<file path="src/rtl/muldiv_unit.sv">
// Iterative MULT/MULTU/DIV/DIVU unit owning HI/LO; result lands 33 edges after accept (MUL: 1 edge when MULDIV_FAST_MULT_EN).
// Backpressure: busy stalls the controller; start, hi_we and lo_we are ignored while busy, never queued.
module muldiv_unit #(
    parameter int WIDTH = 32
) (
    input  logic             clk,
    input  logic             reset,
    input  logic             start,
    input  logic [1:0]       op_in,
    input  logic [WIDTH-1:0] rs_data_in,
    input  logic [WIDTH-1:0] rt_data_in,
    input  logic             hi_we,
    input  logic             lo_we,
    output logic             busy,
    output logic             done,
    output logic             div0,
    output logic [WIDTH-1:0] hi_out,
    output logic [WIDTH-1:0] lo_out
);
    localparam int CW = $clog2(WIDTH);

    typedef enum logic [1:0] {S_IDLE, S_MUL, S_DIV, S_FIX} state_t;

    state_t             state, state_nxt;
    logic [1:0]         op_q;
    logic [WIDTH-1:0]   a_q, b_q;
    logic               sa_q, sb_q;
    logic [CW-1:0]      cnt;
    logic [2*WIDTH-1:0] acc, mcand;

    // Operand conditioning at accept: magnitudes only for signed ops
    logic             rs_neg, rt_neg;
    logic [WIDTH-1:0] a_in, b_in;
    assign rs_neg = ~op_in[0] & rs_data_in[WIDTH-1];
    assign rt_neg = ~op_in[0] & rt_data_in[WIDTH-1];
    assign a_in   = rs_neg ? -rs_data_in : rs_data_in;
    assign b_in   = rt_neg ? -rt_data_in : rt_data_in;

    // Restoring-division step on acc = {remainder, dividend/quotient}
    logic [WIDTH:0]   rem_sh, rem_diff;
    logic             q_bit;
    logic [WIDTH-1:0] rem_nxt;
    assign rem_sh   = acc[2*WIDTH-1:WIDTH-1];
    assign rem_diff = rem_sh - {1'b0, b_q};
    assign q_bit    = ~rem_diff[WIDTH];
    assign rem_nxt  = q_bit ? rem_diff[WIDTH-1:0] : rem_sh[WIDTH-1:0];

    // Sign correction applied in FIX
    logic [2*WIDTH-1:0] prod_mag, prod_res;
    logic [WIDTH-1:0]   quo, rem, raw_rs;
`ifdef MULDIV_FAST_MULT_EN
    assign prod_mag = {{WIDTH{1'b0}}, a_q} * {{WIDTH{1'b0}}, b_q};
`else
    assign prod_mag = acc;
`endif
    assign prod_res = (sa_q ^ sb_q) ? -prod_mag : prod_mag;
    assign quo      = (sa_q ^ sb_q) ? -acc[WIDTH-1:0] : acc[WIDTH-1:0];
    assign rem      = sa_q ? -acc[2*WIDTH-1:WIDTH] : acc[2*WIDTH-1:WIDTH];
    assign raw_rs   = sa_q ? -a_q : a_q;

    always_ff @(posedge clk) begin
        if (reset) state <= S_IDLE;
        else       state <= state_nxt;
    end

    always_comb begin
        state_nxt = state;
        case (state)
            S_IDLE: if (start) begin
`ifdef MULDIV_FAST_MULT_EN
                state_nxt = op_in[1] ? S_DIV : S_FIX;
`else
                state_nxt = op_in[1] ? S_DIV : S_MUL;
`endif
            end
            S_MUL:   if (cnt == CW'(WIDTH-1)) state_nxt = S_FIX;
            S_DIV:   if (cnt == CW'(WIDTH-1)) state_nxt = S_FIX;
            S_FIX:   state_nxt = S_IDLE;
            default: state_nxt = S_IDLE;
        endcase
    end

    always_comb begin
        busy = (state != S_IDLE);
    end

    always_ff @(posedge clk) begin
        if (reset) begin
            op_q   <= '0;
            a_q    <= '0;
            b_q    <= '0;
            sa_q   <= 1'b0;
            sb_q   <= 1'b0;
            cnt    <= '0;
            acc    <= '0;
            mcand  <= '0;
            done   <= 1'b0;
            div0   <= 1'b0;
            hi_out <= '0;
            lo_out <= '0;
        end else begin
            done <= 1'b0;
            case (state)
                S_IDLE: begin
                    if (hi_we) hi_out <= rs_data_in;
                    if (lo_we) lo_out <= rs_data_in;
                    if (start) begin
                        op_q  <= op_in;
                        a_q   <= a_in;
                        b_q   <= b_in;
                        sa_q  <= rs_neg;
                        sb_q  <= rt_neg;
                        cnt   <= '0;
                        div0  <= 1'b0;
                        acc   <= op_in[1] ? {{WIDTH{1'b0}}, a_in} : '0;
                        mcand <= {{WIDTH{1'b0}}, a_in};
                    end
                end
                S_MUL: begin
                    if (b_q[0]) acc <= acc + mcand;
                    mcand <= mcand << 1;
                    b_q   <= b_q >> 1;
                    cnt   <= cnt + 1'b1;
                end
                S_DIV: begin
                    acc <= {rem_nxt, acc[WIDTH-2:0], q_bit};
                    cnt <= cnt + 1'b1;
                end
                S_FIX: begin
                    done <= 1'b1;
                    if (!op_q[1]) begin
                        {hi_out, lo_out} <= prod_res;
                    end else if (b_q == '0) begin
                        hi_out <= raw_rs;
                        lo_out <= '1;
                        div0   <= 1'b1;
                    end else begin
                        hi_out <= rem;
                        lo_out <= quo;
                    end
                end
                default: ;
            endcase
        end
    end
endmodule
</file>
<file path="config.mk">
export PLATFORM = sky130hd
export DESIGN_NAME = muldiv_unit
export DESIGN_NICKNAME = d
export VERILOG_FILES = /design/src/rtl/muldiv_unit.sv
export SDC_FILE = /design/constraint.sdc
export NUM_CORES = 1
export LEC_CHECK = 0
export CAP_MARGIN = 10
export CORE_ASPECT_RATIO = 0.8
export CORE_MARGIN = 5
export CORE_UTILIZATION = 50
export CTS_CLUSTER_SIZE = 16
export DETAILED_ROUTE_END_ITERATION = 10
export GPL_TIMING_DRIVEN = 1
export PLACE_DENSITY = 0.69
export SYNTH_ARGS = -nofsm -noshare
export SYNTH_HDL_FRONTEND = slang
export SYNTH_SLANG_ARGS = --single-unit
</file>
<file path="constraint.sdc">
create_clock -name clk -period 3.7 [get_ports clk]
set_input_delay 0.925 -clock clk [delete_from_list [all_inputs] [get_ports clk]]
set_output_delay 0.925 -clock clk [all_outputs]
set_load 0.05 [all_outputs]
</file>
# Word-level counts from Yosys, hierarchy flattened
# Index checks and enable logic that the tools add are counted.
# totals
register_bits	269
elab_cells	88
# op_classes
addsub	9
eq_ne	11
mux	34
n_bitwise	5
n_reduce_logical	16
# ops
op	count
two-way mux 32 bit	14
two-way mux 64 bit	4
case mux 32 bit (2 select lines)	3
case mux 64 bit (3 select lines)	1
negation 32 bit	5
case mux 64 bit (2 select lines)	1
adder 64 bit	1
negation 64 bit	1
subtractor 33 x 32 -> 33 bit	1
logical NOT 32 bit	1
!= test 2 bit (second input constant)	6
AND reduction 2 bit	6
case mux 5 bit (2 select lines)	1
nonzero test 2 bit	4
two-way mux 2 bit	3
case mux 2 bit (3 select lines)	1
adder 5 x 1 -> 5 bit (second input constant)	1
== test 5 bit (second input constant)	1
two-way mux 5 bit	1
== test 2 bit (second input constant)	2
two-way mux 1 bit	4
AND reduction 4 bit	1
AND reduction 3 bit	1
nonzero test 3 bit	1
other kinds (8)	10

# Depth between registers and ports, before layout
# logic_depth
ltp_word	6
mapped_depth	15
mapped_depth_nobuf	14

# Least setup slack after synthesis
# No wires, ideal clock.
# synth_path
path_type	input to register
startpoint	input port rs_data_in[0]
endpoint	register acc[22]
setup_time_ns	0.070
arrival_ns	3.298
required_ns	3.630
slack_ns	0.331
stages	12
n_path_buf	1
path_cell_list	clkbuf_1 inv_1 ha_1 nor3b_1 nor4b_1 a21oi_1 nor2_1 nand2_1 xor2_1 a21oi_1 a311o_1 a21oi_1
# synth_between
elab_chain_cells	5
# synth_lines
element	line_no	rtl
from (decl)	10	input logic [WIDTH-1:0] rs_data_in,
negation 32 bit	36	assign a_in = rs_neg ? -rs_data_in : rs_data_in;
two-way mux 32 bit	36	
two-way mux 32 bit	115	acc <= op_in[1] ? {{WIDTH{1'b0}}, a_in} : '0;
two-way mux 64 bit	107	if (start) begin
case mux 64 bit (3 select lines)	103	case (state)
to (signal assigned)	115	
to (signal assigned)	120	if (b_q[0]) acc <= acc + mcand;
to (signal assigned)	126	acc <= {rem_nxt, acc[WIDTH-2:0], q_bit};
to (decl)	29	logic [2*WIDTH-1:0] acc, mcand;
# No other way between the ends. The select of a mux whose other input is x is not followed.
# A chain may end at the register's enable or synchronous reset.

# Final worst setup path
# layout_path
startpoint	register acc[1]
endpoint	register acc[57]
# layout_between
elab_chain_cells	3
# layout_lines
element	line_no
adder 64 bit	120
two-way mux 64 bit	120
case mux 64 bit (3 select lines)	103
# No other way between the ends. The select of a mux whose other input is x is not followed.

==> metrics.txt <==
outcome complete, no violations; depth of the CTS H-tree 1; placeable core region 42170 um^2; clock tree from TritonCTS yes; clock edge transition at the registers on the reported setup and hold paths 70 ps; Tcrit/Tclk final a little over nine tenths; antenna violation net count after detailed routing 0; critical path type reg -> reg; startpoint class of the critical path flop; Min Clock Period, post-route 3596 ps; standby leakage power between 10 and 15 nW; summed instance area of the synthesized netlist 21460 um^2; gr ovfl total 0; Max Cap Viol 0; share of synthesized registers carrying an async set or reset 0%; violation count after the first detailed-route iteration between 3000 and 4000; FILL cells around 3900; residual DRC count 0; die boundary height 195.3 um; Worst slew margin about a fifth; average size of a mapped cell just over 7 um^2; most instantiated flip-flop cell in the synthesis netlist sky130_fd_sc_hd__dfxtp_1; post-detailed-routing wire length 90240 um; ports placed on the boundary 138; hold-fix buffers at CTS 0; post-layout utilization of the core 61.16%; final estimated routing congestion in global placement ~1.0; total die area roughly 47000 um^2; clock root buffer sky130_fd_sc_hd__clkbuf_16; Worst-Margin Slew roughly 1200 ps; number of flops mapped to enable cells by yosys 0; count of nets after finishing between 3000 and 4000; global-route wire length before repair about 140000 um; WP data required ~4200 ps; average wire per cell in the routed design 24.21 um; capturing element type of the critical path flop; layout cells sized above 1 11.72%; maximum clock frequency 278.1 MHz; worst path arrival time around 4000 ps; #FFs+latches synth between 200 and 300; Clock Tree Buf Depth 3; largest fanout on the critical path 5; final number of max-transition violations 0; row cnt 67; worst skew pair latency 600 ps; post-DP HPWL ~70000 um; vias per inst approximately 6.5; area taken by multi-input logic gates between 15000 and 20000 um^2; count of distinct cell types in the synthesized netlist 95; FF/Latch Area 5368 um^2; largest net degree at the start of global routing between 100 and 150; path type of the worst min-delay path reg -> reg; clock skew around 21 ps; worst voltage drop across the vdd grid 0.6705 mV; leading cell types in the layout, fill and taps excluded sky130_fd_sc_hd__nand2_1 (425), sky130_fd_sc_hd__a21oi_1 (322), sky130_fd_sc_hd__dfxtp_1 (266); commonest non-fill, non-tap cell in the layout sky130_fd_sc_hd__nand2_1; count of TritonRoute iterations in the first routing pass 6; Net Count, Synth 3139; PD cells a little under 700 nW/um^2; global-route usage over all layers 36.00%; total via count in the routed design 24220; proportion of synthesized chip area in sequential cells roughly 25%; number of hold violations in the final report 0; Port Buf Inserts ~140; minimum hold slack 448.8 ps; initial core utilization a little over 50%; RSZ-0062 raised after global routing false; clock sink count 268; number of antenna violations at the first check in global routing 2; via count of the first global-routing pass roughly 22000; instance count of the mapped netlist slightly below 3000; clock buffer count from CTS 31; die outline width approximately 240 um; final setup violation count 0; YS warnings 0; final setup TNS 0 ps; area growth from synthesis to layout 20.17%
-- power by group --
group / switching [mW] / internal, mW / leakage, nW
Clock: 1.39 / 1.98 / 0.527
Combinational: 6.36 / 3.56 / 7.46
Sequential: 0.660 / 3.54 / 2.19
-- cell usage after synthesis, drive strengths merged, types with 4 or more instances --
library cell,instances,area share [%]
nor2,266,4.7
o21a,15,0.52
a21o,46,1.6
ha,106,6.2
a21boi,4,0.14
a21oi,327,7.7
nor3,53,1.3
a22oi,62,2.2
xnor2,160,6.5
nor4,36,1.1
a31oi,30,0.87
o221ai,36,1.5
and2,9,0.26
nor2b,15,0.44
mux2i,26,1.2
o22ai,5,0.15
nand4,31,0.90
o211ai,80,2.8
o41ai,14,0.69
o31a,4,0.16
inv,80,1.4
nand2,426,7.5
o2111ai,7,0.29
nand2b,20,0.58
o31ai,27,0.99
o221a,11,0.58
a31o,6,0.24
a211oi,64,2.3
nand3,34,0.79
o21bai,16,0.56
and3,21,0.61
a211o,4,0.16
clkbuf,186,3.3
nor3b,5,0.17
or2,10,0.30
buf,32,0.68
a221o,8,0.37
xor2,103,4.2
a311oi,9,0.37
a221oi,15,0.64
or4,17,0.65
dfxtp,268,25
o21ai,195,4.5
or3,20,0.61
-- sequential cells by signal, indices dropped and copies added, names as in the netlist, 2 cells and up --
register / flops
mcand: 64
state: 2
hi_out: 32
a_q: 32
lo_out: 32
acc: 64
b_q: 32
cnt: 5
-- worst max-delay path, stage by stage (launching register included) --
cell	delay, ps
sky130_fd_sc_hd__dfxtp_1	350
sky130_fd_sc_hd__ha_1	290
sky130_fd_sc_hd__a21oi_1	70
sky130_fd_sc_hd__nand4b_1	240
sky130_fd_sc_hd__a21bo_2	300
sky130_fd_sc_hd__o311a_4	340
sky130_fd_sc_hd__o41ai_4	450
sky130_fd_sc_hd__a31oi_2	260
sky130_fd_sc_hd__o31ai_2	350
sky130_fd_sc_hd__buf_4	230
sky130_fd_sc_hd__a21oi_1	90
sky130_fd_sc_hd__xnor2_1	190
sky130_fd_sc_hd__a221o_1	340
-- per-layer routing --
layer / track usage, % / vias up / share of wire (%)
met2: 51.15 / 1414 / 40
li1: - / 11130 / -
met5: 1.116 / - / 0.076
met3: 13.55 / 171 / 14
met1: 51.97 / 11500 / 44
met4: 7.395 / 2 / 2.3
-- cell families (layout without fill, tap and decap cells) --
| logic type | Yosys count | count (layout) | share of synthesized area [%] |
|---|---|---|---|
| AND/OR/NAND/NOR | 977 | 977 | 20.44 |
| buffers and inverters | 300 | 513 | 5.364 |
| XOR/XNOR | 263 | 264 | 10.77 |
| flip-flops | 268 | 268 | 25.00 |
| adder cells (fa/ha/maj) | 108 | 108 | 6.367 |
| multiplexers | 29 | 29 | 1.423 |
| other | 0 | 2 | 0 |
| AO/OA/AOI/OAI | 1015 | 1015 | 30.64 |
-- repair_timing --
action / in CTS / in global routing
endpoints found under the hold margin: 0 / 0
endpoints found under the setup margin: 0 / 21
buffers inserted: 0 / 1
gates resized for setup: 0 / 14
-- path summary, 6_finish.rpt --
kind | start | to | slack, ps | cells past startpoint
worst max register to register | acc[1] | acc[57] | 100 | 12
worst min-delay path | lo_out[25] | lo_out[25] | 450 | 2
worst max-delay path | acc[1] | acc[57] | 100 | 12
worst min register to register | lo_out[25] | lo_out[25] | 450 | 2
-- cell type report --
type	count	share of cell area, %
antenna	2	0.01941
clock buffer	37	3.290
clock inverter	19	0.9461
inverter	82	1.194
multi-input combinational	2393	58.53
sequential	268	20.82
tap	552	2.678
timing repair buffer	375	12.52
-- through the flow --
| stage | instances | total power [mW] | setup slack, ps | cell area, um^2 |
|---|---|---|---|---|
| 6_report | 3728 | 17.49 | 103.9 | 25790 |
| 3_3_place_gp | 3668 | 13.59 | -43.64 | 24610 |
| 4_1_cts | 3724 | 17.11 | 55.84 | 25700 |
| 2_1_floorplan | 2960 | 10.30 | 331.1 | 21460 |
| 5_1_grt | 3726 | 18.32 | 17.10 | 25780 |
| 3_5_place_dp | 3668 | 13.74 | -120.3 | 24610 |
Power figures use the tool's default switching activity.
